--- config.mk ---
export PLATFORM = sky130hd
export DESIGN_NAME = ma_stage_flat
export DESIGN_NICKNAME = d
export VERILOG_FILES = /design/src/rtl/ma_stage_if.sv /design/src/rtl/ma_stage.sv /design/src/flat_wrapper.sv
export SDC_FILE = /design/constraint.sdc
export NUM_CORES = 1
export LEC_CHECK = 0
export ABC_AREA = 1
export CORE_AREA = 3 3 146 148
export DETAILED_ROUTE_END_ITERATION = 7
export DIE_AREA = 0 0 149 151
export PLACE_DENSITY_LB_ADDON = 0.15
export SYNTH_ARGS = -nofsm -noshare
export SYNTH_HDL_FRONTEND = slang
export SYNTH_SLANG_ARGS = --single-unit
--- constraint.sdc ---
create_clock -name CLK -period 2.68 [get_ports CLK]
set_input_delay 0.268 -clock CLK [delete_from_list [all_inputs] [get_ports CLK]]
set_output_delay 0.268 -clock CLK [all_outputs]
set_load 0.03 [all_outputs]
--- src/rtl/ma_stage_if.sv ---
// Data-memory request/response bus between the MA stage and data memory.
interface ma_stage_if;
   logic        dmem_req;
   logic        dmem_we;
   logic [31:0] dmem_addr;
   logic [31:0] dmem_wdata;
   logic [3:0]  dmem_be;
   logic [31:0] dmem_rdata;
   logic        dmem_ack;

   modport master (
      output dmem_req, dmem_we, dmem_addr, dmem_wdata, dmem_be,
      input  dmem_rdata, dmem_ack
   );

   modport slave (
      input  dmem_req, dmem_we, dmem_addr, dmem_wdata, dmem_be,
      output dmem_rdata, dmem_ack
   );
endinterface

--- src/rtl/ma_stage.sv ---
// Memory-access pipeline stage: issues aligned loads/stores over a req/ack bus,
// stalls upstream until completion and formats load data for write-back.
module ma_stage (
   input  logic              CLK,
   input  logic              RST,
   input  logic              EX_MemR,
   input  logic              EX_MemW,
   input  logic [1:0]        EX_MemSize,
   input  logic              EX_MemSigned,
   input  logic [31:0]       EX_ALUOut,
   input  logic [31:0]       EX_WData,
   input  logic              EX_MemToReg,
   input  logic              EX_JAL,
   input  logic              EX_RegW,
   input  logic              EX_RegDst,
   input  logic              EX_OF,
   input  logic [31:0]       EX_NPC1,
   input  logic [31:0]       EX_IR,
   output logic              MA_MemToReg,
   output logic              MA_JAL,
   output logic              MA_RegW,
   output logic              MA_RegDst,
   output logic              MA_OF,
   output logic [31:0]       MA_NPC1,
   output logic [31:0]       MA_ALUOut,
   output logic [31:0]       MA_MemOut,
   output logic [31:0]       MA_IR,
   output logic              MA_Stall,
   output logic              MA_AddrErr,
   ma_stage_if.master        dmem
);

   typedef enum logic [0:0] {StIdle, StReq} state_e;

   state_e      state_q;
   logic        req_q;
   logic        we_q;
   logic [3:0]  be_q;
   logic [31:0] addr_q;
   logic [31:0] wdata_q;
   logic [1:0]  size_q;
   logic        sext_q;
   logic [1:0]  lo_q;

   logic        aligned;
   logic        access;
   logic [3:0]  be_d;
   logic [31:0] wdata_d;
   logic [15:0] lane_h;
   logic [7:0]  lane_b;
   logic [31:0] load_val;

   always_comb begin
      aligned = 1'b1;
      be_d    = 4'b1111;
      wdata_d = EX_WData;
      case (EX_MemSize)
         2'b00: begin
            aligned = 1'b1;
            be_d    = 4'b0001 << EX_ALUOut[1:0];
            wdata_d = {4{EX_WData[7:0]}};
         end
         2'b01: begin
            aligned = ~EX_ALUOut[0];
            be_d    = EX_ALUOut[1] ? 4'b1100 : 4'b0011;
            wdata_d = {2{EX_WData[15:0]}};
         end
         default: begin
            aligned = (EX_ALUOut[1:0] == 2'b00);
            be_d    = 4'b1111;
            wdata_d = EX_WData;
         end
      endcase
   end

   assign access     = (EX_MemR | EX_MemW) & aligned;
   assign MA_AddrErr = (EX_MemR | EX_MemW) & ~aligned;
   assign MA_Stall   = ((state_q == StIdle) & access) | ((state_q == StReq) & ~dmem.dmem_ack);

   always_ff @(posedge CLK or posedge RST) begin
      if (RST) begin
         state_q <= StIdle;
         req_q   <= 1'b0;
         we_q    <= 1'b0;
         be_q    <= 4'b0000;
         addr_q  <= 32'h0;
         wdata_q <= 32'h0;
         size_q  <= 2'b00;
         sext_q  <= 1'b0;
         lo_q    <= 2'b00;
      end else begin
         case (state_q)
            StIdle: begin
               if (access) begin
                  state_q <= StReq;
                  req_q   <= 1'b1;
                  we_q    <= EX_MemW;
                  be_q    <= be_d;
                  addr_q  <= {EX_ALUOut[31:2], 2'b00};
                  wdata_q <= wdata_d;
                  size_q  <= EX_MemSize;
                  sext_q  <= EX_MemSigned;
                  lo_q    <= EX_ALUOut[1:0];
               end
            end
            StReq: begin
               // Address/data/enables stay latched; only the strobes drop on ack.
               if (dmem.dmem_ack) begin
                  state_q <= StIdle;
                  req_q   <= 1'b0;
                  we_q    <= 1'b0;
               end
            end
            default: state_q <= StIdle;
         endcase
      end
   end

   assign dmem.dmem_req   = req_q;
   assign dmem.dmem_we    = we_q;
   assign dmem.dmem_be    = be_q;
   assign dmem.dmem_addr  = addr_q;
   assign dmem.dmem_wdata = wdata_q;

   always_comb begin
      lane_h = lo_q[1] ? dmem.dmem_rdata[31:16] : dmem.dmem_rdata[15:0];
      lane_b = dmem.dmem_rdata[7:0];
      case (lo_q)
         2'b00:   lane_b = dmem.dmem_rdata[7:0];
         2'b01:   lane_b = dmem.dmem_rdata[15:8];
         2'b10:   lane_b = dmem.dmem_rdata[23:16];
         default: lane_b = dmem.dmem_rdata[31:24];
      endcase
      case (size_q)
         2'b00:   load_val = {{24{sext_q & lane_b[7]}}, lane_b};
         2'b01:   load_val = {{16{sext_q & lane_h[15]}}, lane_h};
         default: load_val = dmem.dmem_rdata;
      endcase
   end

   assign MA_MemOut = ((state_q == StReq) && dmem.dmem_ack && !we_q) ? load_val : 32'h0;

   assign MA_MemToReg = EX_MemToReg;
   assign MA_JAL      = EX_JAL;
   assign MA_RegDst   = EX_RegDst;
   assign MA_OF       = EX_OF;
   assign MA_NPC1     = EX_NPC1;
   assign MA_ALUOut   = EX_ALUOut;
   assign MA_IR       = EX_IR;
   assign MA_RegW     = EX_RegW & ~MA_Stall & ~MA_AddrErr;

endmodule

--- src/flat_wrapper.sv ---
// flat-port wrapper written by rule: the top's interface ports become plain ports
module ma_stage_flat 
  (CLK, RST, EX_MemR, EX_MemW, EX_MemSize, EX_MemSigned, EX_ALUOut, EX_WData, EX_MemToReg, EX_JAL, EX_RegW, EX_RegDst, EX_OF, EX_NPC1, EX_IR, MA_MemToReg, MA_JAL, MA_RegW, MA_RegDst, MA_OF, MA_NPC1, MA_ALUOut, MA_MemOut, MA_IR, MA_Stall, MA_AddrErr, dmem_dmem_req, dmem_dmem_we, dmem_dmem_addr, dmem_dmem_wdata, dmem_dmem_be, dmem_dmem_rdata, dmem_dmem_ack);
  ma_stage_if dmem_i ();
  input  logic CLK;
  input  logic RST;
  input  logic EX_MemR;
  input  logic EX_MemW;
  input  logic [1:0] EX_MemSize;
  input  logic EX_MemSigned;
  input  logic [31:0] EX_ALUOut;
  input  logic [31:0] EX_WData;
  input  logic EX_MemToReg;
  input  logic EX_JAL;
  input  logic EX_RegW;
  input  logic EX_RegDst;
  input  logic EX_OF;
  input  logic [31:0] EX_NPC1;
  input  logic [31:0] EX_IR;
  output logic MA_MemToReg;
  output logic MA_JAL;
  output logic MA_RegW;
  output logic MA_RegDst;
  output logic MA_OF;
  output logic [31:0] MA_NPC1;
  output logic [31:0] MA_ALUOut;
  output logic [31:0] MA_MemOut;
  output logic [31:0] MA_IR;
  output logic MA_Stall;
  output logic MA_AddrErr;
  output wire logic [$bits(dmem_i.dmem_req)-1:0] dmem_dmem_req;
  output wire logic [$bits(dmem_i.dmem_we)-1:0] dmem_dmem_we;
  output wire logic [$bits(dmem_i.dmem_addr)-1:0] dmem_dmem_addr;
  output wire logic [$bits(dmem_i.dmem_wdata)-1:0] dmem_dmem_wdata;
  output wire logic [$bits(dmem_i.dmem_be)-1:0] dmem_dmem_be;
  input wire logic [$bits(dmem_i.dmem_rdata)-1:0] dmem_dmem_rdata;
  input wire logic [$bits(dmem_i.dmem_ack)-1:0] dmem_dmem_ack;
  assign dmem_dmem_req = dmem_i.dmem_req;
  assign dmem_dmem_we = dmem_i.dmem_we;
  assign dmem_dmem_addr = dmem_i.dmem_addr;
  assign dmem_dmem_wdata = dmem_i.dmem_wdata;
  assign dmem_dmem_be = dmem_i.dmem_be;
  assign dmem_i.dmem_rdata = dmem_dmem_rdata;
  assign dmem_i.dmem_ack = dmem_dmem_ack;
  ma_stage u_core (.CLK(CLK), .RST(RST), .EX_MemR(EX_MemR), .EX_MemW(EX_MemW), .EX_MemSize(EX_MemSize), .EX_MemSigned(EX_MemSigned), .EX_ALUOut(EX_ALUOut), .EX_WData(EX_WData), .EX_MemToReg(EX_MemToReg), .EX_JAL(EX_JAL), .EX_RegW(EX_RegW), .EX_RegDst(EX_RegDst), .EX_OF(EX_OF), .EX_NPC1(EX_NPC1), .EX_IR(EX_IR), .MA_MemToReg(MA_MemToReg), .MA_JAL(MA_JAL), .MA_RegW(MA_RegW), .MA_RegDst(MA_RegDst), .MA_OF(MA_OF), .MA_NPC1(MA_NPC1), .MA_ALUOut(MA_ALUOut), .MA_MemOut(MA_MemOut), .MA_IR(MA_IR), .MA_Stall(MA_Stall), .MA_AddrErr(MA_AddrErr), .dmem(dmem_i));
endmodule
# ---- Word level (Yosys, flattened, before mapping)
# Cells that the tools add are included.
dict set report totals {
  reg_bits 74
  latchBits 0
  mem_bits_rw 0
  mem_bits_ro 0
  input_bits 173
  out_inout_bits 205
  word_cells 57
  memories 0
}
dict set report classes {
  n_addsub 0
  multipliers 0
  div 0
  order_cmp 0
  eq_ne 6
  n_shift 1
  muxes 16
  n_bitwise 16
  n_reduce_logical 9
}
# op n
set op_table {}
lappend op_table {{$pmux W32 S2} 2}
lappend op_table {{$mux W32} 1}
lappend op_table {{$pmux W8 S3} 1}
lappend op_table {{$mux W16} 1}
lappend op_table {{$and A1 B1 Y1} 8}
lappend op_table {{$logic_not A2 Y1} 4}
lappend op_table {{$pmux W1 S2} 4}
lappend op_table {{$pmux W4 S2} 1}
lappend op_table {{$eq A2 B1 Y1 const B} 3}
lappend op_table {{$not A1 Y1} 6}
lappend op_table {{$mux W1} 5}
lappend op_table {{$mux W4} 1}
lappend op_table {{$reduce_and A2 Y1} 2}
lappend op_table {{$shl A1 B2 Y4 const A} 1}
lappend op_table {{$eq A2 B2 Y1 const B} 1}
lappend op_table {{$logic_and A1 B1 Y1} 2}
lappend op_table {{$ne A2 B1 Y1 const B} 1}
lappend op_table {{$ne A2 B2 Y1 const B} 1}
lappend op_table {{$or A1 B1 Y1} 2}
lappend op_table {{$logic_not A1 Y1} 1}

# ---- Depth between registers and ports, before layout
# Gate-level depths: netlist of run 1.
dict set report logic_depth {
  word_depth 8
  depth_mapped 9
  mapped_depth_nobuf 8
}

# ---- Worst setup path after synthesis of run 1
# No wires, ideal clock.
dict set report synth_timing {
  path_kind {input to output}
  start {input EX_MemSize[0]}
  end {output MA_RegW}
  arrival_time_ns 1.718
  required_ns 2.412
  setup_slack_ns 0.694
  cell_stages 8
  path_buffers 2
  cell_sequence {buf_2 nor2_4 inv_1 nand2_1 nand3b_2 buf_4 o21ai_1 nor2_1}
}
dict set report synth_via {
  elab_chain_len 8
  word_cells_on_any_way 12
  cone_classes {eq/ne (1); mux (1); bitwise (9); reduce/logical (1)}
}
# element line_no
set synth_lines {}
lappend synth_lines {{start: declaration} flat_wrapper.sv:9} ;# input logic [1:0] EX_MemSize;
lappend synth_lines {{$eq A2 B1 Y1 / $logic_not A2 Y1 (equally long branches)} ma_stage.sv:57} ;# case (EX_MemSize)
lappend synth_lines {{$pmux W1 S2 (*)} ma_stage.sv:57}
lappend synth_lines {{$and A1 B1 Y1 (*)} ma_stage.sv:76} ;# assign access = (EX_MemR | EX_MemW) & aligned;
lappend synth_lines {{$and A1 B1 Y1 (*)} ma_stage.sv:78} ;# assign MA_Stall = ((state_q == StIdle) & access) | ((state_q == StReq) & ~dmem.dmem_ack);
lappend synth_lines {{$or A1 B1 Y1 (*)} ma_stage.sv:78}
lappend synth_lines {{via MA_Stall} flat_wrapper.sv:29} ;# output logic MA_Stall;
lappend synth_lines {{$not A1 Y1 (*)} ma_stage.sv:150} ;# assign MA_RegW = EX_RegW & ~MA_Stall & ~MA_AddrErr;
lappend synth_lines {{$and A1 B1 Y1 (*) (2 in series)} ma_stage.sv:150}
lappend synth_lines {{end: declaration} flat_wrapper.sv:22} ;# output logic MA_RegW;
# The timed path passes the listed nets; every way through them passes the cells marked *.

# ---- Final worst setup path of run 1
dict set report layout_timing {
  start {register u_core.lo_q[1]}
  end {output MA_MemOut[14]}
}
dict set report layout_via {
  elab_chain_len 5
  word_cells_on_any_way 8
  cone_classes {eq/ne (2); mux (4); bitwise (1); reduce/logical (1)}
}
# element line_no
set layout_lines {}
lappend layout_lines {{start: declaration} ma_stage.sv:43} ;# logic [1:0] lo_q;
lappend layout_lines {{start signal: assignment} ma_stage.sv:103} ;# lo_q <= EX_ALUOut[1:0];
lappend layout_lines {{$eq A2 B2 Y1 (tied with other cells)} ma_stage.sv:128} ;# case (lo_q)
lappend layout_lines {{$pmux W8 S3} ma_stage.sv:128}
lappend layout_lines {{$and A1 B1 Y1} ma_stage.sv:135} ;# 2'b00: load_val = {{24{sext_q & lane_b[7]}}, lane_b};
lappend layout_lines {{$pmux W32 S2 (*)} ma_stage.sv:134} ;# case (size_q)
lappend layout_lines {{$mux W32 (*)} ma_stage.sv:141} ;# assign MA_MemOut = ((state_q == StReq) && dmem.dmem_ack && !we_q) ? load_val : 32'h0;
lappend layout_lines {{end: declaration} flat_wrapper.sv:27} ;# output logic [31:0] MA_MemOut;
# Mark *: on every way between the ends. The rest lies on a longest branch, timed or not.

==> results of run 1 <==
## final cells by class
| class | instances | area share [%] |
|---|---|---|
| Timing Repair Buffer | 253 | 36.4 |
| Sequential cell | 74 | 26.7 |
| Multi-Input combinational cell | 437 | 26.1 |
| Tap cell | 270 | 4.88 |
| Clock buffer | 10 | 3.30 |
| Inverter | 24 | 1.32 |
| Clock inverter | 6 | 1.30 |
## cell families after synthesis
logic type      synth area share [%]
other cells                   0.0812
compound gates                  6.72
flops                           40.1
simple gates                    31.9
buf+inv                         21.2
## synthesized netlist by cell type
| cell type | n |
|---|---|
| inv_2 | 2 |
| nand3_2 | 1 |
| a21oi_1 | 19 |
| a211oi_1 | 2 |
| o21ai_1 | 12 |
| conb_1 | 1 |
| buf_2 | 14 |
| nand3b_2 | 1 |
| dfrtp_1 | 74 |
| nand3_1 | 20 |
| clkbuf_1 | 9 |
| a31oi_1 | 6 |
| buf_4 | 104 |
| buf_1 | 1 |
| nor2_1 | 47 |
| clkinv_1 | 1 |
| inv_1 | 21 |
| nand2_1 | 301 |
| nand3b_1 | 1 |
| or2_2 | 4 |
| o21a_1 | 1 |
| o21ai_0 | 19 |
| nor2_4 | 1 |
## worst max path at each step
stage / to / start / slack (ps) / cells past startpoint
2_1_floorplan: u_core.dmem.dmem_addr[10]$_DFFE_PP0P_ / RST / 530 / 1
3_3_place_gp: MA_MemOut[28] / dmem_dmem_rdata[31] / 170 / 8
3_5_place_dp: MA_MemOut[16] / dmem_dmem_rdata[31] / 130 / 8
4_1_cts: MA_MemOut[20] / u_core.lo_q[1]$_DFFE_PP0P_ / 2 / 8
5_1_grt: MA_MemOut[11] / u_core.lo_q[1]$_DFFE_PP0P_ / 6 / 9
6_report: MA_MemOut[14] / u_core.lo_q[1]$_DFFE_PP0P_ / 120 / 7
## stage by stage
stage / cells / area (um2) / setup slack, ps / util, % / hold WS (ps)
finish: 1074 / 6930 / 122 / 34.4 / 307
CTS: 1074 / 6910 / 2.42 / 34.3 / 351
global route: 1074 / 6930 / 5.68 / 34.4 / 366
detailed placement: 1058 / 6590 / 133 / 32.7 / 464
global placement: 1058 / 6590 / 168 / 32.7 / 462
floorplan: 663 / 4620 / 530 / - / 378
## power by group
| group | leakage [nW] | internal (mW) | total, mW | switching, mW |
|---|---|---|---|---|
| clock | 0.153 | 0.819 | 1.32 | 0.498 |
| combinational | 2.37 | 1.04 | 2.64 | 1.59 |
| sequential | 0.917 | 1.43 | 1.62 | 0.198 |
| total | 3.44 | 3.29 | 5.58 | 2.29 |
## registers in the layout, indices dropped and copies added (netlist names)
name / cells
u_core.dmem.dmem_req: 1
u_core.size_q: 2
u_core.dmem.dmem_be: 4
u_core.lo_q: 2
u_core.state_q: 1
u_core.sext_q: 1
u_core.dmem.dmem_wdata: 32
u_core.dmem.dmem_addr: 30
u_core.dmem.dmem_we: 1
## layout by cell type (no fill, tap or decap), types with 2 or more instances in the layout
master / n
buf_4: 31
inv_2: 2
o21ai_1: 12
clkbuf_16: 9
nor2_1: 45
a21oi_1: 19
nor2_2: 2
conb_1: 2
dfrtp_1: 74
nand3_1: 20
a31oi_1: 6
bufinv_16: 2
a211oi_1: 2
dlymetal6s2s_1: 5
buf_12: 6
o21ai_0: 19
inv_1: 20
dlygate4sd2_1: 3
clkdlybuf4s50_1: 208
nand2_1: 300
clkinv_2: 2
or2_2: 4
## timing repair
| action | CTS | global route |
|---|---|---|
| endpoints found under the setup margin | 3 | 6 |
| pin swaps | 0 | 0 |
| gates resized for setup | 3 | 8 |
| buffers inserted | 0 | 0 |
## critical path: stages (launching register included)
cell             delay (ps)
dfrtp_1                 530
or2_2                   170
o21ai_0                 120
or2_2                   300
nand3_1                  70
nand2_1                  50
inv_1                    50
clkdlybuf4s50_1         680
## layer usage
layer	vias up	routed length, um	global-route usage [%]
met5	-	0	0
met4	0	336	4.99
met3	34	2160	7.63
met2	243	7780	23.9
met1	1966	7310	18.8
li1	2219	-	-
==> flow_metrics.env, run 1 <==
export IMPL_seq_area_frac_synth_pct=40.1
export IMPL_cts_made_buffers=9
export IMPL_cts_htree_levels=3
export IMPL_yosys_top_cells_area="dfrtp_1 40%, nand2_1 24%, buf_4 17%"
export IMPL_ys_ff_latch=74
export IMPL_port_buffers=239
export IMPL_rows=52
export IMPL_syn_avg_cell_area_um2=6.97
export IMPL_timing_rr_start="u_core.state_q$_DFF_PP0_"
export IMPL_synth_top_area_cell="dfrtp_1"
export IMPL_power_density_mw_per_mm2=805
export IMPL_first_pass_iters=4
export IMPL_rr_worst_depth=6
export IMPL_startpoint_type="flip-flop"
export IMPL_grt_max_degree=75
export IMPL_rsz0062_at_grt="no"
export IMPL_leakage_nw=3.44
export IMPL_cap_viol_max_count=0
export IMPL_coreArea_mm2=0.0202
export IMPL_syn_area_mm2=0.00462
export IMPL_start_util_pct=22.9
export IMPL_globalplace_congestion=0.806
export IMPL_drt_total_wl_um=17600
export IMPL_post_route_period_util_pct=95.5
export IMPL_crit_type="flip-flop to primary output"
export IMPL_finalHoldViolCount=0
export IMPL_grt_pass1_wl_um=26800
export IMPL_dp_hpwl_um=13200
export IMPL_ios=378
export IMPL_fin_worst_skew_ps=4.85
export IMPL_clock_fmax_mhz=391
export IMPL_avgRoutedWirePerCell_um=16.4
export IMPL_nets=972
export IMPL_final_setup_tns_ps=0
export IMPL_cp_end_kind="primary output"
export IMPL_final_setup_viol_count=0
export IMPL_crit_fanout=11
export IMPL_max_vdd_ir_drop_mv=0.330
export IMPL_via_per_inst=4.15
export IMPL_status="finished clean"
export IMPL_ys_warnings_count=0
export IMPL_seqCellArea_mm2=0.00185
export IMPL_die_x_um=149
export IMPL_diodes=0
export IMPL_overflow=0
export IMPL_r2r_setup_slack_ps=1400
export IMPL_hp_class="input port to async pin"
export IMPL_grt_usage_pct=15.4
export IMPL_syn_inst=662
export IMPL_layout_drive_gt1_share_pct=8.08
export IMPL_area_growth_synth_to_final_pct=50.1
export IMPL_period_needed_ps=2560
export IMPL_r2r_end="u_core.dmem.dmem_be[1]$_DFFE_PP0P_"
export IMPL_cts_max_path_buffers=2
export IMPL_die_area_mm2=0.0225
export IMPL_crit_required_ps=2410
export IMPL_drc=0
export IMPL_vias=4462
export IMPL_multi_input_area_mm2=0.00181
export IMPL_tritoncts="built"
export IMPL_fill_cells=2181
export IMPL_synth_cell_types=23
export IMPL_antenna_found_initial=0
export IMPL_path_clk_slew_ps=60
export IMPL_drtIter0Drc=145
export IMPL_die_h_um=151
export IMPL_cts_root_buf="clkbuf_16"
export IMPL_insertion_delay_ps=340
export IMPL_grt_pass1_vias=4635
export IMPL_ant_nets=0
export IMPL_total_power_mw=5.58
export IMPL_postCtsHoldBufs=0
export IMPL_finalMaxSlewViolations=0
export IMPL_clock_sinks=74
export IMPL_synth_top_area_share_pct=40.1
export IMPL_arrival_ps=2290
No activity file was read; power rests on OpenSTA's default activity.
==> inputs of run 2 (changes only) <==
Settings changed: REMOVE_ABC_BUFFERS set to 1, SLEW_MARGIN set to 20.
==> flow_metrics.env, run 2 (synthesized netlist as in run 1, its figures left out) <==
export IMPL_timing_hold_ws_ps=293
export IMPL_cp_end_kind="primary output"
export IMPL_largest_reg_flops=32
export IMPL_clock_sinks=74
export IMPL_crit_start="u_core.size_q[1]$_DFFE_PP0P_"
export IMPL_max_vdd_ir_drop_mv=0.348
export IMPL_drc=0
export IMPL_first_pass_iters=4
export IMPL_cts_max_path_buffers=2
export IMPL_final_setup_viol_count=0
export IMPL_grt_max_degree=60
export IMPL_path_clk_slew_ps=60
export IMPL_cts_root_buf="clkbuf_16"
export IMPL_cap_viol_max_count=0
export IMPL_finalMaxSlewViolations=0
export IMPL_die_h_um=151
export IMPL_nets=975
export IMPL_diodes=0
export IMPL_fill_cells=2190
export IMPL_ant_nets=0
export IMPL_insertion_delay_ps=330
export IMPL_timing_rr_start="u_core.state_q$_DFF_PP0_"
export IMPL_crit_slowest_cell="dfrtp_1"
export IMPL_layout_drive_gt1_share_pct=9.05
export IMPL_status="finished clean"
export IMPL_via_per_inst=4.32
export IMPL_grt_usage_pct=18.3
export IMPL_final_common_cell="nand2_1"
export IMPL_vias=4656
export IMPL_worst_slew_pin_slew_ps=585
export IMPL_clock_fmax_mhz=414
export IMPL_cts_htree_levels=3
export IMPL_hp_class="input port to async pin"
export IMPL_maxSlewHeadroom_pct=60.9
export IMPL_period_needed_ps=2420
export IMPL_crit_required_ps=2410
export IMPL_ios=378
export IMPL_antenna_found_initial=0
export IMPL_die_area_mm2=0.0225
export IMPL_cts_made_buffers=9
export IMPL_drtIter0Drc=171
export IMPL_arrival_ps=2150
export IMPL_rows=52
export IMPL_drt_total_wl_um=21000
export IMPL_startpoint_type="flip-flop"
export IMPL_final_cell_mix="301 x nand2_1, 204 x clkdlybuf4s50_1, 73 x dfrtp_1"
export IMPL_fin_util_pct=34.3
export IMPL_globalplace_congestion=0.847
export IMPL_grt_pass1_wl_um=30500
export IMPL_crit_fanout=12
export IMPL_post_cts_repair_setup_buffers=0
export IMPL_die_x_um=149
export IMPL_leakage_nw=3.48
export IMPL_postCtsHoldBufs=0
export IMPL_finalHoldViolCount=0
export IMPL_critical_path_max_stage_delay_ps=530
export IMPL_rsz0062_at_grt="no"
export IMPL_post_route_period_util_pct=90.1
export IMPL_coreArea_mm2=0.0202
export IMPL_fin_worst_skew_ps=4.42
export IMPL_area_growth_synth_to_final_pct=50.0
export IMPL_dp_hpwl_um=16300
export IMPL_power_density_mw_per_mm2=807
export IMPL_overflow=0
export IMPL_crit_type="flip-flop to primary output"
export IMPL_port_buffers=239
export IMPL_crit_chain="nor2_1 > o21a_1 > nand3_2 > nand3_1 > nand2_1 > buf_4 > nor2_1 > buf_4"
export IMPL_tritoncts="built"
export IMPL_start_util_pct=22.9
export IMPL_avgRoutedWirePerCell_um=19.5
export IMPL_grt_pass1_vias=4716
==> run 2: critical path: cells and delay by family, from the launching register on <==
family	cells	cell delay, ps
compound gates	1	170
flops	1	530
simple gates	5	730
buf+inv	2	390
==> run 2: final timing paths <==
path | endpoint | slack (ps) | cells past startpoint
max in group asynchronous | u_core.lo_q[1]$_DFFE_PP0P_ | 1770 | 3
min in group CLK | u_core.dmem.dmem_wdata[3]$_DFFE_PP0P_ | 480 | 2
setup / recovery | MA_MemOut[20] | 260 | 8
hold reg to reg | u_core.dmem.dmem_wdata[3]$_DFFE_PP0P_ | 480 | 2
setup reg to reg | u_core.dmem.dmem_be[1]$_DFFE_PP0P_ | 1310 | 6
hold / removal | u_core.dmem.dmem_addr[19]$_DFFE_PP0P_ | 290 | 2
==> run 2: area by class of cell <==
cell class,count,area [um2],area share (%)
inverter,24,91.3,1.32
sequential,74,1850,26.8
multi-input combinational,437,1800,26.0
clock buffer,10,239,3.45
timing repair buffer,256,2520,36.4
tap,270,338,4.88
clock inverter,6,88.8,1.28
==> run 2: per-stage QoR <==
step	power, mW	setup WS [ps]	TNS (ps)	area (um2)	std cells
floorplan	2.96	-274	-431	3730	535
global placement	4.31	324	0	6580	1061
detailed placement	4.28	323	0	6580	1061
CTS	5.68	56.3	0	6910	1077
global route	5.95	24.0	0	6930	1077
finish	5.59	264	0	6930	1077
==> run 2: per-layer routing <==
| metal | share of wire (%) | wire [um] | up-vias | track usage, % |
|---|---|---|---|---|
| li1 | - | - | 2236 | - |
| met1 | 43 | 9110 | 2054 | 23.2 |
| met2 | 36 | 7480 | 342 | 22.4 |
| met3 | 18 | 3880 | 16 | 15.6 |
| met4 | 0.87 | 183 | 8 | 3.57 |
| met5 | 1.5 | 307 | - | 10.5 |
==> run 2: timing repair <==
action / CTS / global route
cloned: 0 / 0
setup endpoints to repair: 2 / 13
resized for setup: 1 / 8
==> run 2: where the power goes <==
| group | leakage, nW | total (mW) | internal, mW | switching [mW] |
|---|---|---|---|---|
| Combinational | 2.41 | 2.61 | 1.03 | 1.57 |
| Sequential | 0.915 | 1.64 | 1.43 | 0.212 |
| Clock | 0.155 | 1.34 | 0.843 | 0.497 |
